$ cat src/rtl/mem_arbiter.sv
// mem_arbiter: fixed-priority (D over I) arbiter and sequencer for one multi-cycle memory port.
// Revision: 1.0
`default_nettype none

module mem_arbiter #(
    parameter int LATENCY = 4
) (
    input  logic        clk,
    input  logic        rst_n,
    input  logic        i_req,
    input  logic [15:0] i_addr,
    output logic [15:0] i_rdata,
    output logic        i_done,
    input  logic        d_req,
    input  logic        d_wr,
    input  logic [15:0] d_addr,
    input  logic [15:0] d_wdata,
    output logic [15:0] d_rdata,
    output logic        d_done,
    output logic        mem_en,
    output logic        mem_wr,
    output logic [15:0] mem_addr,
    output logic [15:0] mem_wdata,
    input  logic [15:0] mem_rdata,
    output logic        busy
);

    typedef enum logic [1:0] {
        IDLE  = 2'd0,
        I_ACC = 2'd1,
        D_ACC = 2'd2,
        DONE  = 2'd3
    } state_t;

    localparam logic [3:0] CNT_LOAD = 4'(LATENCY - 1);

    state_t      state, state_nxt;
    logic [3:0]  cnt, cnt_nxt;
    logic [15:0] addr_nxt, wdata_nxt, i_rdata_nxt, d_rdata_nxt;
    logic        en_nxt, wr_nxt, i_done_nxt, d_done_nxt;

    always_ff @(posedge clk or negedge rst_n) begin
        if (!rst_n) begin
            state     <= IDLE;
            cnt       <= 4'd0;
            mem_en    <= 1'b0;
            mem_wr    <= 1'b0;
            mem_addr  <= 16'h0000;
            mem_wdata <= 16'h0000;
            i_rdata   <= 16'h0000;
            d_rdata   <= 16'h0000;
            i_done    <= 1'b0;
            d_done    <= 1'b0;
            busy      <= 1'b0;
        end else begin
            state     <= state_nxt;
            cnt       <= cnt_nxt;
            mem_en    <= en_nxt;
            mem_wr    <= wr_nxt;
            mem_addr  <= addr_nxt;
            mem_wdata <= wdata_nxt;
            i_rdata   <= i_rdata_nxt;
            d_rdata   <= d_rdata_nxt;
            i_done    <= i_done_nxt;
            d_done    <= d_done_nxt;
            busy      <= (state_nxt != IDLE);
        end
    end

    // Outputs are computed one cycle ahead so every port comes straight from a flop.
    always_comb begin
        state_nxt   = state;
        cnt_nxt     = cnt;
        en_nxt      = mem_en;
        wr_nxt      = mem_wr;
        addr_nxt    = mem_addr;
        wdata_nxt   = mem_wdata;
        i_rdata_nxt = i_rdata;
        d_rdata_nxt = d_rdata;
        i_done_nxt  = 1'b0;
        d_done_nxt  = 1'b0;

        case (state)
            IDLE: begin
                if (d_req) begin
                    state_nxt = D_ACC;
                    cnt_nxt   = CNT_LOAD;
                    en_nxt    = 1'b1;
                    wr_nxt    = d_wr;
                    addr_nxt  = d_addr;
                    wdata_nxt = d_wdata;
                end else if (i_req) begin
                    state_nxt = I_ACC;
                    cnt_nxt   = CNT_LOAD;
                    en_nxt    = 1'b1;
                    wr_nxt    = 1'b0;
                    addr_nxt  = i_addr;
                    wdata_nxt = 16'h0000;
                end
            end
            I_ACC: begin
                if (cnt == 4'd0) begin
                    state_nxt   = DONE;
                    en_nxt      = 1'b0;
                    wr_nxt      = 1'b0;
                    i_rdata_nxt = mem_rdata;
                    i_done_nxt  = 1'b1;
                end else begin
                    cnt_nxt = cnt - 4'd1;
                end
            end
            D_ACC: begin
                if (cnt == 4'd0) begin
                    state_nxt  = DONE;
                    en_nxt     = 1'b0;
                    wr_nxt     = 1'b0;
                    d_done_nxt = 1'b1;
                    if (!mem_wr) begin
                        d_rdata_nxt = mem_rdata;
                    end
                end else begin
                    cnt_nxt = cnt - 4'd1;
                end
            end
            DONE: begin
                state_nxt = IDLE;
            end
            default: begin
                state_nxt = IDLE;
            end
        endcase
    end

endmodule

`default_nettype wire

$ cat config.mk
export PLATFORM = sky130hd
export DESIGN_NAME = mem_arbiter
export DESIGN_NICKNAME = d
export VERILOG_FILES = /design/src/rtl/mem_arbiter.sv
export SDC_FILE = /design/constraint.sdc
export NUM_CORES = 1
export LEC_CHECK = 0
export CAP_MARGIN = 20
export CELL_PAD_IN_SITES_DETAIL_PLACEMENT = 0
export CELL_PAD_IN_SITES_GLOBAL_PLACEMENT = 2
export CORE_AREA = 5 5 117 119
export CTS_CLUSTER_DIAMETER = 150
export DETAILED_ROUTE_END_ITERATION = 12
export DIE_AREA = 0 0 122 124
export GPL_TIMING_DRIVEN = 0
export PLACE_DENSITY_LB_ADDON = 0.05
export SYNTH_ARGS = -nofsm -noshare
export SYNTH_HDL_FRONTEND = slang
export SYNTH_SLANG_ARGS = --single-unit
$ cat constraint.sdc
create_clock -name clk -period 2.3 [get_ports clk]
set_clock_uncertainty 0.15 [all_clocks]
set_input_delay 0.46 -clock clk [delete_from_list [all_inputs] [get_ports clk]]
set_output_delay 0.46 -clock clk [all_outputs]
set_load 0.05 [all_outputs]
* Word level (Yosys, flattened, before mapping) *
Cells that the tools add are included.

word-level totals
  bits in registers = 75
  bits of input ports = 69
  word-level logic and storage cells = 52

operators by class
  bitwise gates (word level) = 1
  multiplexer cells = 22
  equal/unequal tests = 6
  $add $sub $neg = 1
  reduce and logical (&&, ||, !) cells = 11

operators with widths
  cell                                                                     count
  16-bit two-way mux                                                       4
  4-bit two-way mux                                                        3
  3-bit AND reduction                                                      3
  1-bit two-way mux                                                        8
  4-bit one-hot mux with 2 select lines                                    1
  2-bit two-way mux                                                        3
  2-bit one-hot mux with 3 select lines                                    1
  2-bit nonzero test                                                       3
  2-bit == test, second input constant                                     2
  4-bit logical NOT                                                        1
  1-bit one-hot mux with 2 select lines                                    2
  2-bit AND reduction                                                      2
  4-bit by 1-bit subtractor with 4-bit output, second input constant       1
  3-bit inequality test, second input constant                             1
  2-bit by 1-bit == test with 1-bit output, second input constant          1
  2-bit logical NOT                                                        1
  2-bit by 1-bit inequality test with 1-bit output, second input constant  1
  2-bit inequality test, second input constant                             1
  2-bit OR reduction                                                       1
  1-bit NOT                                                                1

* Longest topological paths before layout *
  word-level depth = 4
  gate-level depth with buffers = 7
  gate-level depth less buffers = 5

* Least setup slack after synthesis *
OpenSTA, ideal clock, no wires.

  path type = register to register
  from = register cnt[0]
  to = register i_rdata[0]
  arrival = 1.735 ns
  cell stages (with the launch flop) = 8
  setup slack = 0.290 ns
  period minus slack after synthesis = 2.010 ns
  setup time = 0.125 ns
  buffers on the path = 2
  path through = dfrtp_1 > inv_1 > ha_1 > nor3b_4 > and2_1 > buf_6 > buf_12 > mux2_4

between the ends
  longest elaborated chain between the ends = 2

RTL lines
  item                                  RTL line  text
  start: declaration                    38        logic [3:0] cnt, cnt_nxt;
  start signal: assignment              57        cnt <= cnt_nxt;
  4-bit logical NOT                     102       if (cnt == 4'd0) begin
  2-bit AND reduction (no source line)  -
  end signal: assignment                62        i_rdata <= i_rdata_nxt;
  end: declaration                      12        output logic [15:0] i_rdata,

Every way passes these cells.
A chain may end at the register's enable or synchronous reset.

* Worst setup path after layout *
  from = register mem_wr
  to = output mem_wr

RTL lines
  item                      RTL line  text
  start: declaration        21        output logic mem_wr,
  start signal: assignment  59        mem_wr <= wr_nxt;

No word-level cell between the ends.

==> flow_summary.toml <==
[outcome]
status = "complete, no violations"

[yosys]
synth_nets = 313
synth_area_per_cell_sq_um = 13.48
synth_warnings = 0
ys_ff_latch = 75
synth_cells = 237
synth_cell_types = 33
synth_area_sq_um = 3196
ys_seq_area_share_pct = 58.73

[cts]
ctsRootBufferMaster = "clkbuf_16"
clk_latency_ns = 0.33
numCtsBuffers = 9
htree_levels = 3
clockBufferDepth = 2
clock-sinks = 75
cts.clk_slew.worst_paths_ns = 0.06
cts_tree = "built"

[worst_setup_path]
worst-path-max-fanout = 3
worstPathRequired_ns = 1.69
cp_top_family = "buffers and inverters"
critPathKind = "flop to primary output"
critical_path.cell_chain = "clkdlybuf4s50_1"
crit_path_top_delay_cell = "clkdlybuf4s50_1"
crit_buf_inv = 1
slowest_delay_ns = 0.84
critPathLaunchType = "flop"
arrival_ns = 1.53
r2r_slack_ns = 0.21
endpoint_kind = "primary output"

[final_layout]
fin_nets = 464
drive_above_1_share_pct = 15.56
layout.cells.non_filler = 564
fillCellCount = 1216
insertedDiodeCount = 0
syn_to_final_growth_pct = 61.00
fin_util_pct = 41.27

[timing]
drv_slew = 0
final-hold-violation-count = 0
max-slew-margin-rel_pct = 49.49
min_period_ns = 2.140
grt_setup_unrepaired = "no"
worstMarginPinSlew_ns = 0.7576
finalCritPeriodShare_pct = 93.03
setup_viol = 0
max_freq_ghz = 0.4674
fin_tns_setup_ns = 0

[global_route]
grt_pass1_wl_microns = 13790
antenna_found_initial = 0
grt_overflow = 0
gr-usage-all-layers_pct = 12.01
grt_pass1_vias = 2514
grt_max_degree = 51

[power]
p_int_uw = 4252
p_total_uw = 7694
clkPwrFrac_pct = 19.6
swShare_pct = 44.73
power_frac_seq_pct = 27.9
p_leak_uw = 0.002235
p_comb_share_pct = 52.5
powerDensity_nw_per_um2 = 1495
ir_worst_vdd_v = 0.0004811
p_sw_uw = 3442

[drt]
wl_per_cell_microns = 15.77
via_count = 2376
ant_nets = 0
drc = 0
vias_per_cell = 4.213
first_iter_violations = 44
finalWirelength_microns = 8892
drt_pass1_iterations = 4

[die]
die_x_microns = 122
design.die.area_sq_um = 15130
core_area_sq_um = 12470
fp-row-count = 41
die_h_microns = 124
io_pins = 138
initial_core_util_pct = 25.63

[worst_hold_path]
hp-class = "flop to flop"

[place]
dp_cells = 547
portBuffers = 137
place.gp.congestion = 0.6748
dp_hpwl_microns = 6570

[flow_run]
max-cap-violations = 0
[tightest hold or removal path: stages, from the launching register on]
cell and delay, ns:
dfrtp_1 0.34, nand2_1 0.04, o21ai_0 0.06
[state kept, by name (all words and copies together), names as in the netlist]
name / flops
busy: 1
cnt: 4
d_done: 1
d_rdata: 16
i_done: 1
i_rdata: 16
mem_addr: 16
mem_en: 1
mem_wdata: 16
mem_wr: 1
state: 2
[power groups by stage]
stage          logic [uW]  clock network (uW)  registers (uW)
2_1_floorplan         900                   0            3860
3_3_place_gp         4080                   0            2160
3_5_place_dp         4090                   0            2160
4_1_cts              4100                1560            2150
5_1_grt              4280                1620            2220
6_report             4040                1510            2150
[per-layer routing]
metal | up-vias | part of all wire (%) | GRT usage [%]
met5 | - | 0 | 0
met4 | 0 | 1.9 | 5.882
met3 | 11 | 11 | 5.858
met2 | 97 | 42 | 16.75
met1 | 1112 | 45 | 15.44
li1 | 1156 | - | -
[path summary, 6_finish.rpt]
check / start / endpoint / cells after the start
setup / recovery: mem_wr$_DFFE_PN0P_ / mem_wr / 1
hold reg to reg: mem_addr[6]$_DFFE_PN0P_ / mem_addr[6]$_DFFE_PN0P_ / 2
setup reg to reg: cnt[0]$_DFFE_PN0P_ / i_rdata[15]$_DFFE_PN0P_ / 7
hold / removal: mem_addr[6]$_DFFE_PN0P_ / mem_addr[6]$_DFFE_PN0P_ / 2
min in group asynchronous: rst_n / state[0]$_DFF_PN0_ / 2
max in group asynchronous: rst_n / d_rdata[7]$_DFFE_PN0P_ / 3
[cells in the final DEF, fill, tap and decap left out, drive strengths merged, types with 3 or more instances in the layout]
cell           instances
buf                   10
ha                     7
a22o                  16
and2                   3
inv                    5
mux2i                 17
mux2                  32
nor2b                  3
o21ai                 26
clkdlybuf4s50        136
dfrtp                 75
nand3b                 3
nor3b                  3
clkbuf                15
nand2                 20
[kinds of logic (layout without fill, tap and decap cells)]
| group | count (synthesis) | in the layout | share of synthesized area (%) |
|---|---|---|---|
| DFF | 75 | 75 | 58.73 |
| and+or+nand+nor | 38 | 38 | 6.891 |
| buffers and inverters | 17 | 172 | 3.054 |
| AOI/OAI and AO/OA | 51 | 51 | 10.92 |
| adders and majority gates | 7 | 7 | 2.741 |
| muxes | 49 | 49 | 17.66 |
[synth_stat cells, drive strengths merged]
| library cell | n | area [sq um] |
|---|---|---|
| nor4 | 2 | 12.51 |
| o221ai | 1 | 8.760 |
| dfrtp | 75 | 1877 |
| o32a | 1 | 10.01 |
| o21ai | 26 | 130.1 |
| clkbuf | 6 | 22.52 |
| nor3b | 3 | 33.78 |
| nand2 | 20 | 75.07 |
| buf | 7 | 60.06 |
| mux2i | 17 | 170.2 |
| nand3b | 3 | 35.03 |
| a22o | 16 | 140.1 |
| nor3 | 2 | 10.01 |
| a211o | 1 | 8.760 |
| and2 | 3 | 20.02 |
| o311ai | 1 | 8.760 |
| a32o | 1 | 10.01 |
| inv | 4 | 15.01 |
| or3b | 1 | 8.760 |
| o21bai | 1 | 7.510 |
| mux2 | 32 | 394.1 |
| a221oi | 2 | 17.52 |
| or2 | 1 | 6.260 |
| o31ai | 1 | 7.510 |
| ha | 7 | 87.58 |
| nor2b | 3 | 18.77 |
[layout make-up]
cell class,instances,area (sq um),share of cell area (%)
timing repair buffer,140,1414,27.48
clock inverter,6,90.09,1.751
buffer,13,82.58,1.605
multi-input combinational,145,1226,23.83
clock buffer,9,225.2,4.377
sequential,75,1877,36.48
inverter,4,15.01,0.2918
tap,172,215.2,4.183
[timing repair]
item	CTS	global route
setup buffers	1	0
hold buffers	1	0
setup endpoints to repair	14	0
resized for setup	1	0
hold endpoints to repair	25	0
[metrics by stage]
step | hold slack [ns] | area, sq um | worst slack (ns)
5_1_grt | 0.3586 | 5145 | 0.01945
6_report | 0.3265 | 5145 | 0.1603
3_3_place_gp | 0.3104 | 4782 | -2.358
3_5_place_dp | 0.2658 | 4807 | -0.2634
4_1_cts | 0.3338 | 5145 | 0.1447
2_1_floorplan | 0.01441 | 3196 | 0.2901
(Power assumes the default switching activity.)
==> patch (same settings) <==
Make the reset (`rst_n`) synchronous in one clocked block.
--- a/src/rtl/mem_arbiter.sv
+++ b/src/rtl/mem_arbiter.sv
@@ -39,7 +39,7 @@
     logic [15:0] addr_nxt, wdata_nxt, i_rdata_nxt, d_rdata_nxt;
     logic        en_nxt, wr_nxt, i_done_nxt, d_done_nxt;
 
-    always_ff @(posedge clk or negedge rst_n) begin
+    always_ff @(posedge clk) begin
         if (!rst_n) begin
             state     <= IDLE;
             cnt       <= 4'd0;
Behaviour: differs if rst_n is asserted again (counterexample within 4 cycles, from zero or initial values and one cycle with rst_n low); with rst_n held inactive, the same outputs for 10 cycles.
==> patch against the unedited design <==
Synthesized area fell by 7.9%. Power fell by 30%. Count of clock-buffer cells in the layout rose by 2. Critical path depth did not move. Worst setup slack improved by 33 ps. Cell area fell by 6.5%. Sequential cell count did not move. Critical path type unchanged. Routed wire length rose by 3.1%. First-iteration DRC count rose by 66%.
==> patch: results (changes against the unedited design) <==
| Metric | Value |
|---|---|
| Sw Ratio | `39.6% (-5.1 points)` |
| DR pass1 iterations | `4 (unchanged)` |
| Met2 wire len | `4040 um (+7.5%)` |
| Proportion of layout cells with a drive suffix above 1 | `5.35% (-10 points)` |
| Post-cts repair resize count | `0 (-1)` |
| Clock Tree Buf Depth | `2 (unchanged)` |
| Largest net degree at the start of global routing | `13 (-75%)` |
| Worst reg2reg endpoint | `i_rdata[0]` |
| CTS root buffer | `clkbuf_16` |
| Final Net Count | `539 (+16%)` |
| Ant. Diodes | `0 (unchanged)` |
| Warnings, synthesis | `0 (unchanged)` |
| Sequential share of the synthesized area | `51.0% (-7.7 points)` |
| DRC marker count from the first detailed-route iteration | `73 (+66%)` |
| TritonCTS buffer count | `9 (unchanged)` |
| Placer's final routability congestion estimate | `0.661 (-2.0%)` |
| Flop-to-flop setup slack | `260 ps (+50 ps)` |
| Fill count | `1291 (+6.2%)` |
| Critical path fanouts, max | `2 (-1)` |
| Worst supply voltage drop on vdd | `0.351 mV (-27%)` |
| Worst hold-check path type | `flop to flop` |
| Number of setup buffers added after CTS | `0 (-1)` |
| Start of the worst register-to-register path | `cnt[0]` |
| H-Tree Level Count | `3 (unchanged)` |
| GRT Overall Usage | `12.2% (+0.20 points)` |
| Worst max-slew margin expressed relative to the limit | `62.3% (+13 points)` |
| Largest stage delay on the critical path | `840 ps (about the same)` |
| Wire length per cell | `14.3 um (-9.0%)` |
| Syn Nets | `393 (+26%)` |
| Data arrival time of the critical path | `1500 ps (-30 ps)` |
| Count of buffers inserted at the top-level ports | `136 (-0.73%)` |
| Depth of the worst register-to-register path | `7 (unchanged)` |
| Sum of net half-perimeters after detailed placement | `6920 um (+5.3%)` |
| Timing endpoint of the critical path | `i_rdata[15]` |
| Dominant delay contributor by cell family on the critical path | `buffers and inverters` |
| Number of distinct library cell variants in the gate-level netlist after synthesis | `34 (+3.0%)` |
| Insertion delay to the later sink of the worst-skew pair | `330 ps (about the same)` |
| CTS clk-pin slew, worst paths | `60 ps (about the same)` |
| First-pass GRT wire length | `14100 um (+2.2%)` |
| Via count normalized by instance count | `4.21 (-0.18%)` |
| Cell with the biggest individual delay on the critical path | `clkdlybuf4s50_1` |
| Leakage | `1.91 nW (-15%)` |
| Async set-reset flop share out of synthesis | `0% (-100 points)` |
| Crit. Startpoint | `i_rdata[15]` |
| Vias in the first global route | `2708 (+7.7%)` |
| Status | `complete, no violations` |
| Top area cells in the synthesized netlist | `dfxtp_1 51%, mux2i_1 11%, nor2_1 7.0%` |
| Met3 Routed Length | `911 um (-10%)` |
| Highest metal used | `met4` |
| Most instantiated cells after synthesis | `75 x dfxtp_1, 55 x nor2_1, 38 x nand2_1` |
| Routed length on met1 | `4040 um (+2.0%)` |
| Number of antenna violations at the first check in global routing | `0 (unchanged)` |
| Hold path startpoint | `i_rdata[3]` |
## patch: cell type report
cell class	count	area, um^2	share of cell area (%)
multi-input combinational	212	1310	27.2
buffer	22	101	2.11
inverter	7	26.3	0.546
clock buffer	11	243	5.05
tap	172	215	4.47
clock inverter	4	51.3	1.07
timing repair buffer	136	1360	28.3
sequential	75	1500	31.2
## patch: worst register-to-register path: stages (launching register included)
cell and delay [ps]:
dfxtp_1 320, inv_1 90, ha_1 170, nor3b_4 350
nand2_1 300, clkbuf_1 320, nand2_1 140, a21oi_1 60
## patch: power groups by stage
stage / logic (mW) / clock network [mW] / registers (mW)
after global placement: 2.34 / 0 / 1.71
after detailed placement: 2.33 / 0 / 1.71
after CTS: 2.34 / 1.46 / 1.69
final: 2.30 / 1.40 / 1.69
after floorplan: 0.806 / 0 / 2.44
after global routing: 2.50 / 1.50 / 1.72
## patch: logic make-up (layout without fill, tap and decap cells)
logic type | after synthesis | count (layout) | share of synthesized area, %
flops | 75 | 75 | 51.0
mux | 32 | 32 | 10.9
simple gates | 108 | 108 | 15.9
fa+ha+maj | 7 | 7 | 2.98
buf+inv | 30 | 180 | 4.46
compound gates | 65 | 65 | 14.8
## patch: per-layer routing
layer | global-route usage, % | up-vias
li1 | - | 1381
met1 | 14.5 | 1203
met2 | 18.7 | 92
met3 | 5.68 | 11
met4 | 5.88 | 0
met5 | 0 | -
## patch: how the worst min path moves through the flow
stage | end | slack, ps | cells past startpoint
after detailed placement | i_rdata[3] | 300 | 2
final | i_rdata[3] | 300 | 2
after global routing | i_rdata[5] | 330 | 2
after CTS | i_rdata[3] | 310 | 2
after global placement | i_rdata[15] | 290 | 2
after floorplan | cnt[0] | 340 | 1
## patch: stage by stage
stage	area [um^2]	worst slack (ps)	std cells	power [mW]	hold WS, ps
finish	4810	193	639	5.39	304
global route	4810	19.6	639	5.71	325
CTS	4810	132	640	5.49	307
detailed placement	4520	-148	625	4.05	299
global placement	4520	-144	625	4.05	294
floorplan	2940	426	317	3.25	337
